<file path="src/rtl/card_pkg.sv">
// Shared types, constants and helpers for the card dealer and its hand scorers.
package card_pkg;

    typedef logic [3:0] card_t;

    localparam card_t CARD_EMPTY = 4'd0;
    localparam card_t CARD_ACE   = 4'd1;
    localparam card_t CARD_KING  = 4'd13;

    localparam logic [2:0] SLOT_P1 = 3'd0;
    localparam logic [2:0] SLOT_P2 = 3'd1;
    localparam logic [2:0] SLOT_P3 = 3'd2;
    localparam logic [2:0] SLOT_B1 = 3'd4;
    localparam logic [2:0] SLOT_B2 = 3'd5;
    localparam logic [2:0] SLOT_B3 = 3'd6;

    typedef enum logic [1:0] {
        ST_IDLE = 2'd0,
        ST_LOAD = 2'd1,
        ST_ACK  = 2'd2,
        ST_WAIT = 2'd3
    } state_t;

    // Baccarat value: pip cards count face value, tens and court cards count zero.
    function automatic logic [3:0] card_value(input card_t c);
        logic [3:0] v;
        if (c <= 4'd9) begin
            v = c;
        end else begin
            v = 4'd0;
        end
        return v;
    endfunction

    function automatic logic [3:0] mod10(input logic [4:0] s);
        logic [4:0] r;
        if (s >= 5'd20) begin
            r = s - 5'd20;
        end else if (s >= 5'd10) begin
            r = s - 5'd10;
        end else begin
            r = s;
        end
        return r[3:0];
    endfunction

endpackage

</file>
<file path="src/rtl/card_dealer_hand_score.sv">
// hand_score: registered baccarat score (0..9) of one three-card hand.
module hand_score
    import card_pkg::*;
(
    input  logic       clock,
    input  logic       resetb,
    input  logic       clear_i,
    input  card_t      card1_i,
    input  card_t      card2_i,
    input  card_t      card3_i,
    output logic [3:0] score_o
);

    logic [4:0] sum_s;
    logic [3:0] score_d;
    logic [3:0] score_q;

    // Sum of three values is at most 27, so 5 bits suffice.
    always_comb begin
        sum_s   = {1'b0, card_value(card1_i)} + {1'b0, card_value(card2_i)}
                + {1'b0, card_value(card3_i)};
        score_d = mod10(sum_s);
    end

    // Score register; clear zeroes it on the same edge the slots are wiped.
    always_ff @(posedge clock) begin
        if (!resetb) begin
            score_q <= 4'd0;
        end else if (clear_i) begin
            score_q <= 4'd0;
        end else begin
            score_q <= score_d;
        end
    end

    assign score_o = score_q;

endmodule

</file>
<file path="src/rtl/card_dealer.sv">
// card_dealer: deals rank-source cards into six hand slots via a req/ack handshake.
// Build option CARD_DEALER_LFSR_EN swaps the sequential rank counter for an 8-bit LFSR.
module card_dealer
    import card_pkg::*;
#(
    parameter card_t RANK_MIN = CARD_ACE,
    parameter card_t RANK_MAX = CARD_KING
) (
    input  logic       clock,
    input  logic       resetb,
    input  logic       deal_req,
    input  logic [2:0] deal_slot,
    input  logic       clear,
    output logic       deal_ack,
    output logic       deal_err,
    output card_t      pcard1,
    output card_t      pcard2,
    output card_t      pcard3,
    output card_t      bcard1,
    output card_t      bcard2,
    output card_t      bcard3,
    output logic [3:0] pscore,
    output logic [3:0] bscore
);

    state_t           st_q, st_d;
    logic [5:0][3:0]  slot_q, slot_d;
    logic [2:0]       sel_q, sel_d;
    card_t            cap_q, cap_d;
    logic             err_q, err_d;
    card_t            rank_s;
    logic [2:0]       idx_s;
    logic             valid_s;
    logic             slot_ok_s;

`ifdef CARD_DEALER_LFSR_EN
    logic [7:0] lfsr_q, lfsr_d;
    logic [7:0] lmod_s;

    // x^8+x^6+x^5+x^4+1 Fibonacci LFSR; rank folds it into 1..13.
    always_comb begin
        lfsr_d = {lfsr_q[6:0], lfsr_q[7] ^ lfsr_q[5] ^ lfsr_q[4] ^ lfsr_q[3]};
        lmod_s = lfsr_q % 8'd13;
        rank_s = lmod_s[3:0] + 4'd1;
    end

    // LFSR register, seeded to 1 so it never locks at zero.
    always_ff @(posedge clock) begin
        if (!resetb) begin
            lfsr_q <= 8'h01;
        end else begin
            lfsr_q <= lfsr_d;
        end
    end
`else
    card_t rank_q, rank_d;

    // Wrapping rank counter, RANK_MIN..RANK_MAX.
    always_comb begin
        if (rank_q >= RANK_MAX) begin
            rank_d = RANK_MIN;
        end else begin
            rank_d = rank_q + 4'd1;
        end
        rank_s = rank_q;
    end

    // Rank counter register, untouched by clear and dealing.
    always_ff @(posedge clock) begin
        if (!resetb) begin
            rank_q <= RANK_MIN;
        end else begin
            rank_q <= rank_d;
        end
    end
`endif

    // Map slot select 0..2 / 4..6 onto slot storage 0..5; codes 3 and 7 are invalid.
    always_comb begin
        valid_s = (sel_q[1:0] != 2'b11);
        if (!valid_s) begin
            idx_s = 3'd0;
        end else if (sel_q[2]) begin
            idx_s = {1'b0, sel_q[1:0]} + 3'd3;
        end else begin
            idx_s = {1'b0, sel_q[1:0]};
        end
        slot_ok_s = valid_s && (slot_q[idx_s] == CARD_EMPTY);
    end

    // FSM next state.
    always_comb begin
        st_d = st_q;
        case (st_q)
            ST_IDLE: begin
                if (deal_req && !clear) begin
                    st_d = ST_LOAD;
                end else begin
                    st_d = ST_IDLE;
                end
            end
            ST_LOAD: st_d = ST_ACK;
            ST_ACK:  st_d = ST_WAIT;
            ST_WAIT: begin
                if (!deal_req) begin
                    st_d = ST_IDLE;
                end else begin
                    st_d = ST_WAIT;
                end
            end
            default: st_d = ST_IDLE;
        endcase
    end

    // Datapath next state: capture, slot write, error flag and clear.
    always_comb begin
        sel_d  = sel_q;
        cap_d  = cap_q;
        err_d  = err_q;
        slot_d = slot_q;
        if (st_q == ST_IDLE && deal_req && !clear) begin
            sel_d = deal_slot;
            cap_d = rank_s;
        end else begin
            sel_d = sel_q;
            cap_d = cap_q;
        end
        if (st_q == ST_LOAD) begin
            err_d = !clear && !slot_ok_s;
        end else begin
            err_d = err_q;
        end
        if (clear) begin
            slot_d = '0;
        end else if (st_q == ST_LOAD && slot_ok_s) begin
            slot_d[idx_s] = cap_q;
        end else begin
            slot_d = slot_q;
        end
    end

    // State and datapath registers.
    always_ff @(posedge clock) begin
        if (!resetb) begin
            st_q   <= ST_IDLE;
            sel_q  <= 3'd0;
            cap_q  <= CARD_EMPTY;
            err_q  <= 1'b0;
            slot_q <= '0;
        end else begin
            st_q   <= st_d;
            sel_q  <= sel_d;
            cap_q  <= cap_d;
            err_q  <= err_d;
            slot_q <= slot_d;
        end
    end

    // FSM outputs.
    always_comb begin
        deal_ack = 1'b0;
        deal_err = 1'b0;
        if (st_q == ST_ACK) begin
            deal_ack = 1'b1;
            deal_err = err_q;
        end else begin
            deal_ack = 1'b0;
            deal_err = 1'b0;
        end
    end

    assign pcard1 = slot_q[0];
    assign pcard2 = slot_q[1];
    assign pcard3 = slot_q[2];
    assign bcard1 = slot_q[3];
    assign bcard2 = slot_q[4];
    assign bcard3 = slot_q[5];

    hand_score u_pscore (
        .clock   (clock),
        .resetb  (resetb),
        .clear_i (clear),
        .card1_i (slot_q[0]),
        .card2_i (slot_q[1]),
        .card3_i (slot_q[2]),
        .score_o (pscore)
    );

    hand_score u_bscore (
        .clock   (clock),
        .resetb  (resetb),
        .clear_i (clear),
        .card1_i (slot_q[3]),
        .card2_i (slot_q[4]),
        .card3_i (slot_q[5]),
        .score_o (bscore)
    );

endmodule

</file>
<file path="config.mk">
export PLATFORM = sky130hd
export DESIGN_NAME = card_dealer
export DESIGN_NICKNAME = d
export VERILOG_FILES = /design/src/rtl/card_pkg.sv /design/src/rtl/card_dealer_hand_score.sv /design/src/rtl/card_dealer.sv
export SDC_FILE = /design/constraint.sdc
export NUM_CORES = 1
export LEC_CHECK = 0
export ABC_AREA = 1
export CORE_AREA = 2 2 99 72
export CTS_BUF_LIST = sky130_fd_sc_hd__clkbuf_8 sky130_fd_sc_hd__clkbuf_16
export CTS_CLUSTER_SIZE = 8
export DETAILED_ROUTE_END_ITERATION = 6
export DIE_AREA = 0 0 101 74
export PLACE_DENSITY = 0.64
export SLEW_MARGIN = 20
export SYNTH_ARGS = -nofsm -noshare
export SYNTH_HDL_FRONTEND = slang
export SYNTH_SLANG_ARGS = --single-unit
</file>
<file path="constraint.sdc">
create_clock -name clock -period 3.9 [get_ports clock]
set_input_delay 0.78 -clock clock [delete_from_list [all_inputs] [get_ports clock]]
set_output_delay 0.78 -clock clock [all_outputs]
set_load 0.02 [all_outputs]
</file>
==> summary.txt, run 1 <==
STA
  – Slew HR: 34.66%
  – Fin crit share: 82.24%
  – Slew Viols, Final: 0
  – Final setup skew: 14.03 ps
  – Setup TNS: 0 ps
  – # setup viols final: 0
  – RSZ-0062 raised after global routing: false
  – Final Hold Vio Count: 0
  – Min Hold Slack: 460.1 ps
  – Slew at the pin closest to its max-slew limit: 977.8 ps
  – Final min period: 3207 ps
  – Maximum clock rate: 311.8 MHz

Finish
  – Commonest non-fill, non-tap cell in the layout: nand2_1
  – Register area: 920.9 µm²
  – Multi-input gate area: 1657 µm²
  – Final non-filler cell area: 3415 µm²
  – P&R area growth vs syn: 18.70%
  – Final Util: 51.98%
  – Most frequent cells in the layout: nand2_1 (81), nor2_1 (76), inv_1 (62)
  – Ant diodes: 0
  – Layout cells sized above 1: 4.320%
  – Fin cells: 544
  – Fillers: 656
  – Nets: 496

Place
  – Routability congestion estimate: 0.8293
  – Cell area after placement: 3328 µm²
  – Placed cell count: 536
  – IO Port Bufs: 40
  – DPL Wire Length: 4818 µm

Die
  – IO Count: 41
  – DIE HEIGHT: 74 µm
  – DIE AREA: 7474 µm²
  – Chip width: 101 µm
  – FP Rows: 25
  – Initial Utilization: 43.79%
  – Core area: 6569 µm²

Clocking
  – Max Root-Sink Buffers: 2
  – Clock H-tree levels: 2
  – Clk sinks: 46
  – Hold buffers post-CTS: 0
  – CTS tree: done
  – Clk pin slew, worst setup/hold paths: 90 ps
  – Clock Latency Late Sink: 310 ps
  – CTS-repair resized insts: 0
  – Setup Buffers After CTS: 0
  – Number of buffers created by CTS: 5
  – Clk root buf: clkbuf_8

Worst hold path
  – Hold WC Path Type: reg2reg

Drt
  – WL/cell: 11.58 µm
  – # DRC: 0
  – Detail Route Antenna Nets: 0
  – Detailed Route Iter0 Violations: 142
  – Via Count: 2625
  – Drt first pass iters: 4
  – DRT Wirelength: 6298 µm
  – Via-per-instance ratio: 4.825

Setup path
  – Startpoint Class: register
  – Worst setup EP type: register
  – Critical path required time: 4110 ps
  – Crit-path max FO: 4
  – CP arrival: 3420 ps
  – Crit Path Category: reg2reg

Logic synthesis
  – #FFs+latches synth: 46
  – Post-Synthesis Cells: 424
  – Post-synthesis average cell area: 6.784 µm²
  – Post-Synthesis Net Count: 458
  – Cell area after synthesis: 2877 µm²
  – Synth cell types: 25
  – Synth warnings: 0
  – Part of the Yosys area used for sequential elements: 32.01%

Global route
  – Antenna violations before repair: 0
  – GRT Total Usage: 18.23%
  – Vias in the first global route: 2286
  – First-pass GRT wire length: 10830 µm
  – GR Overflow Total: 0
  – Largest net degree at the start of global routing: 50

Run
  – Max Cap Viol: 0

Power
  – Pwr dens: 281.7 nW/µm²
  – Static Leak: 1.524 nW
  – VDD IR max: 0.1559 mV

Outcome
  – Status: complete, no violations
final timing paths:
check	from	slack, ps	endpoint	cells after the start
worst max-delay path	bcard3[2]$_SDFFE_PP0P_	690	u_bscore.score_o[3]$_SDFF_PP0_	18
worst min register to register	rank_q[0]$_SDFF_PP1_	460	rank_q[0]$_SDFF_PP1_	1
worst max register to register	bcard3[2]$_SDFFE_PP0P_	690	u_bscore.score_o[3]$_SDFF_PP0_	18
worst min-delay path	rank_q[0]$_SDFF_PP1_	460	rank_q[0]$_SDFF_PP1_	1
through the flow:
step	worst slack (ps)	total power, mW
floorplan	857.0	0.6393
global placement	815.4	0.6790
detailed placement	709.3	0.6816
CTS	695.4	0.9717
global route	380.6	1.014
finish	692.6	0.9620
logic make-up after synthesis:
family                     synth area share [%]
and+or+nand+nor                           31.41
buffers and inverters                     10.40
AOI/OAI and AO/OA                         10.61
xor gates and xnor gates                  1.218
adders and majority gates                 14.35
DFF                                       32.01
critical path, cell delays in order (launching register included):
cell and delay [ps]:
dfxtp_1 350, nor2_1 160, o21ai_0 150, fa_1 550, inv_1 40, ha_1 220, fa_1 380, or2_2 280
nand2_1 120, inv_1 80, ha_1 180, nand3_1 70, o21ai_0 80, inv_1 100, nand2_1 110, nand2_1 80
nand3_1 70, nand2_1 70, inv_1 30
cells in the mapped netlist:
| cell type | n | share of area, % |
|---|---|---|
| nand2_1 | 81 | 11 |
| nor2_1 | 76 | 9.9 |
| inv_1 | 61 | 8.0 |
| dfxtp_1 | 46 | 32 |
| nand3_1 | 45 | 7.8 |
| a21oi_1 | 43 | 7.5 |
| ha_1 | 17 | 7.4 |
| o21ai_0 | 14 | 2.4 |
| fa_1 | 10 | 7.0 |
| or2_2 | 5 | 1.1 |
| buf_2 | 4 | 0.70 |
| clkbuf_1 | 3 | 0.39 |
| xor2_1 | 3 | 0.91 |
| a31oi_1 | 2 | 0.43 |
| and3_1 | 2 | 0.43 |
| buf_6 | 2 | 0.78 |
| inv_2 | 2 | 0.26 |
| a211oi_1 | 1 | 0.26 |
| buf_1 | 1 | 0.13 |
| clkinv_2 | 1 | 0.17 |
| nand2_2 | 1 | 0.22 |
| nand3_4 | 1 | 0.61 |
| nor2_4 | 1 | 0.39 |
| nor3_2 | 1 | 0.35 |
| xnor2_1 | 1 | 0.30 |
power breakdown:
part           internal [mW]  switching [mW]
Clock                  0.124           0.167
Combinational         0.0575           0.115
Sequential             0.486          0.0124
Total                  0.667           0.295
registers in the layout (all words and copies together), names as in the netlist, 4 cells and up:
signal and flops:
bcard1 4, bcard2 4, bcard3 4, cap_q 4, pcard1 4, pcard2 4
pcard3 4, rank_q 4, u_bscore.score_o 4, u_pscore.score_o 4
per-layer routing:
| layer | vias to the layer above | part of all wire (%) | GRT usage, % |
|---|---|---|---|
| met5 | - | 0 | 0 |
| met4 | 0 | 0.87 | 4.505 |
| met3 | 5 | 4.4 | 3.008 |
| met2 | 49 | 41 | 27.48 |
| met1 | 1162 | 53 | 27.39 |
| li1 | 1409 | - | - |
layout make-up:
cell class / instances / share of cell area (%)
Multi-Input combinational cell: 304 / 48.52
Sequential cell: 46 / 26.97
Timing Repair Buffer: 41 / 11.95
Inverter: 64 / 7.072
Tap cell: 81 / 2.968
Clock buffer: 5 / 2.015
Clock inverter: 3 / 0.5130
Power figures use the tool's default switching activity.
==> run 2, diff against run 1 <==
clock period = 3.05 ns   (was 3.9 ns; I/O delays follow)
==> summary.txt, run 2 (synthesis gave the netlist of run 1 again) <==
STA
  – Maximum clock rate: 348.1 MHz (was 311.8 MHz)
  – Final min period: 2873 ps (was 3207 ps)
  – Final setup skew: 4.666 ps (was 14.03 ps)
  – Final Hold Vio Count: 0 (unchanged)
  – RSZ-0062 raised after global routing: true (was false)
  – Slew at the pin closest to its max-slew limit: 611.3 ps (was 977.8 ps)
  – Min Hold Slack: 458.3 ps (was 460.1 ps)
  – Final WS setup: 177.3 ps (was 692.6 ps)
  – Fin crit share: 94.19% (was 82.24%)
  – Slew Viols, Final: 0 (unchanged)
  – Setup TNS: 0 ps (unchanged)
  – Slew HR: 59.09% (was 34.66%)
  – # setup viols final: 0 (unchanged)

Drt
  – Detail Route Antenna Nets: 0 (unchanged)
  – Met3 WL post-DR: 324 µm (was 280 µm)
  – Max Used Layer: met4 (unchanged)
  – Met2 Wirelength: 2747 µm (was 2599 µm)
  – Via-per-instance ratio: 4.833 (was 4.825)
  – DRT Wirelength: 6687 µm (was 6298 µm)
  – Drt first pass iters: 4 (unchanged)
  – WL met1: 3568 µm (was 3363 µm)
  – # DRC: 0 (unchanged)
  – Detailed Route Iter0 Violations: 123 (was 142)
  – WL/cell: 12.03 µm (was 11.58 µm)
  – Via Count: 2687 (was 2625)

Global route
  – Antenna violations before repair: 0 (unchanged)
  – Vias in the first global route: 2448 (was 2286)
  – GR Overflow Total: 0 (unchanged)
  – Largest net degree at the start of global routing: 31 (was 50)
  – First-pass GRT wire length: 11350 µm (was 10830 µm)
  – GRT Total Usage: 19.09% (was 18.23%)

Power
  – Tot Pwr: 1.230 mW (was 0.9620 mW)
  – Static Leak: 1.580 nW (was 1.524 nW)
  – VDD IR max: 0.2480 mV (was 0.1559 mV)
  – Pwr dens: 343.1 nW/µm² (was 281.7 nW/µm²)

Worst hold path
  – Hold Path End: rank_q[0]$_SDFF_PP1_ (unchanged)
  – Hold Startpoint: rank_q[0]$_SDFF_PP1_ (unchanged)
  – Hold WC Path Type: reg2reg (unchanged)
  – WHS Path Cells: 1 (unchanged)

Clocking
  – Clk pin slew, worst setup/hold paths: 80 ps (was 90 ps)
  – CTS tree: done (unchanged)
  – Clock Latency Late Sink: 300 ps (was 310 ps)
  – Clk sinks: 46 (unchanged)
  – Clk root buf: clkbuf_8 (unchanged)
  – Max Root-Sink Buffers: 2 (unchanged)
  – Clock H-tree levels: 2 (unchanged)
  – Number of buffers created by CTS: 5 (unchanged)

Finish
  – Most frequent cells in the layout: nor2_1 (74), nand2_1 (73), inv_1 (58) (was nand2_1 (81), nor2_1 (76), inv_1 (62))
  – Ant diodes: 0 (unchanged)
  – Final Util: 54.55% (was 51.98%)
  – Nets: 509 (was 496)
  – Final non-filler cell area: 3583 µm² (was 3415 µm²)
  – Fin cells: 556 (was 544)
  – Commonest non-fill, non-tap cell in the layout: nor2_1 (was nand2_1)
  – P&R area growth vs syn: 24.58% (was 18.70%)
  – Layout cells sized above 1: 12.63% (was 4.320%)

Die
  – IO Count: 41 (unchanged)
  – Core area: 6569 µm² (unchanged)
  – DIE AREA: 7474 µm² (unchanged)
  – Initial Utilization: 43.79% (unchanged)
  – DIE HEIGHT: 74 µm (unchanged)
  – Chip width: 101 µm (unchanged)
  – FP Rows: 25 (unchanged)

Setup path
  – Crit-path max FO: 4 (unchanged)
  – Crit-path slowest cell: fa_1 (unchanged)
  – Max incr delay on CP: 500 ps (was 550 ps)
  – Worst setup EP type: register (unchanged)
  – R2R Path End: u_bscore.score_o[3]$_SDFF_PP0_ (unchanged)
  – Reg2Reg Depth: 20 (was 18)
  – Critical path required time: 3260 ps (was 4110 ps)
  – Reg2Reg Setup Slack: 180 ps (was 690 ps)
  – Crit Path Category: reg2reg (unchanged)
  – Crit-path cells: inv_1 > nand2_2 > nand2_1 > nand2_1 > fa_1 > inv_1 > ha_2 > fa_2 > or2_2 > nand2_2 > inv_1 > ha_1 > nand3_1 > o21ai_1 > inv_1 > nand2_2 > nand2_1 > nand3_1 > nand2_1 > inv_1 (was nor2_1 > o21ai_0 > fa_1 > inv_1 > ha_1 > fa_1 > or2_2 > nand2_1 > inv_1 > ha_1 > nand3_1 > o21ai_0 > inv_1 > nand2_1 > nand2_1 > nand3_1 > nand2_1 > inv_1)
  – R2R Path Start: bcard2[1]$_SDFFE_PP0P_ (was bcard3[2]$_SDFFE_PP0P_)
  – Cell mode on critical path: inv_1
  – Startpoint Class: register (unchanged)
  – CP arrival: 3080 ps (was 3420 ps)

Place
  – Cell area after placement: 3401 µm² (was 3328 µm²)
  – Placed cell count: 544 (was 536)
  – IO Port Bufs: 40 (unchanged)
  – Routability congestion estimate: 0.8446 (was 0.8293)
  – Post-placement setup slack: 10.24 ps (was 709.3 ps)
  – DPL Wire Length: 5092 µm (was 4818 µm)

Outcome
  – Status: complete, no violations (unchanged)

Run
  – Max Cap Viol: 0 (unchanged)
run 2: cell types whose count changed in the layout (fill, tap and decap cells not counted), moves of 6 or more:
cell,previous run,this run
buf_4,1,13
dfxtp_1,46,39
dfxtp_2,0,6
nand2_1,81,73
nand2_2,1,9
run 2: cell type report:
type                       instances  area, µm²
clock inverter                     2      11.26
fill                             674       2985
clock buffer                       5      68.82
inverter                          64      241.5
sequential                        46      932.1
tap                               81      101.3
timing repair buffer              54      518.0
multi-input combinational        304       1710
run 2: worst max path at each step:
stage,end,from
2_1_floorplan,u_bscore.score_o[3]$_SDFF_PP0_,bcard3[1]$_SDFFE_PP0P_
3_3_place_gp,u_bscore.score_o[1]$_SDFF_PP0_,bcard2[2]$_SDFFE_PP0P_
3_5_place_dp,u_bscore.score_o[3]$_SDFF_PP0_,bcard2[2]$_SDFFE_PP0P_
4_1_cts,u_bscore.score_o[3]$_SDFF_PP0_,bcard3[1]$_SDFFE_PP0P_
5_1_grt,u_pscore.score_o[3]$_SDFF_PP0_,pcard1[1]$_SDFFE_PP0P_
6_report,u_bscore.score_o[3]$_SDFF_PP0_,bcard2[1]$_SDFFE_PP0P_
run 2: worst max-delay path: cells and delay by family (launching register included):
kind / cells / cell delay (ps)
fa+ha+maj: 4 / 1190
compound gates: 1 / 60
simple gates: 10 / 890
flops: 1 / 340
buf+inv: 5 / 280
run 2: routing by layer:
layer  up-vias  GRT usage (%)
met5         -              0
met4         0          6.006
met3         5          3.289
met2        50          28.22
met1      1200          28.51
li1       1432              -
run 2: timing repair:
action                                  CTS  global route
pin swaps                                 0             5
setup buffers                             0             5
gates resized for setup                   1            32
hold buffers                              0             0
endpoints found under the setup margin    1             6
run 2: where the power goes:
| part | internal [mW] | switching [mW] |
|---|---|---|
| Combinational | 0.0820 | 0.150 |
| Sequential | 0.620 | 0.0160 |
| Clock | 0.154 | 0.207 |
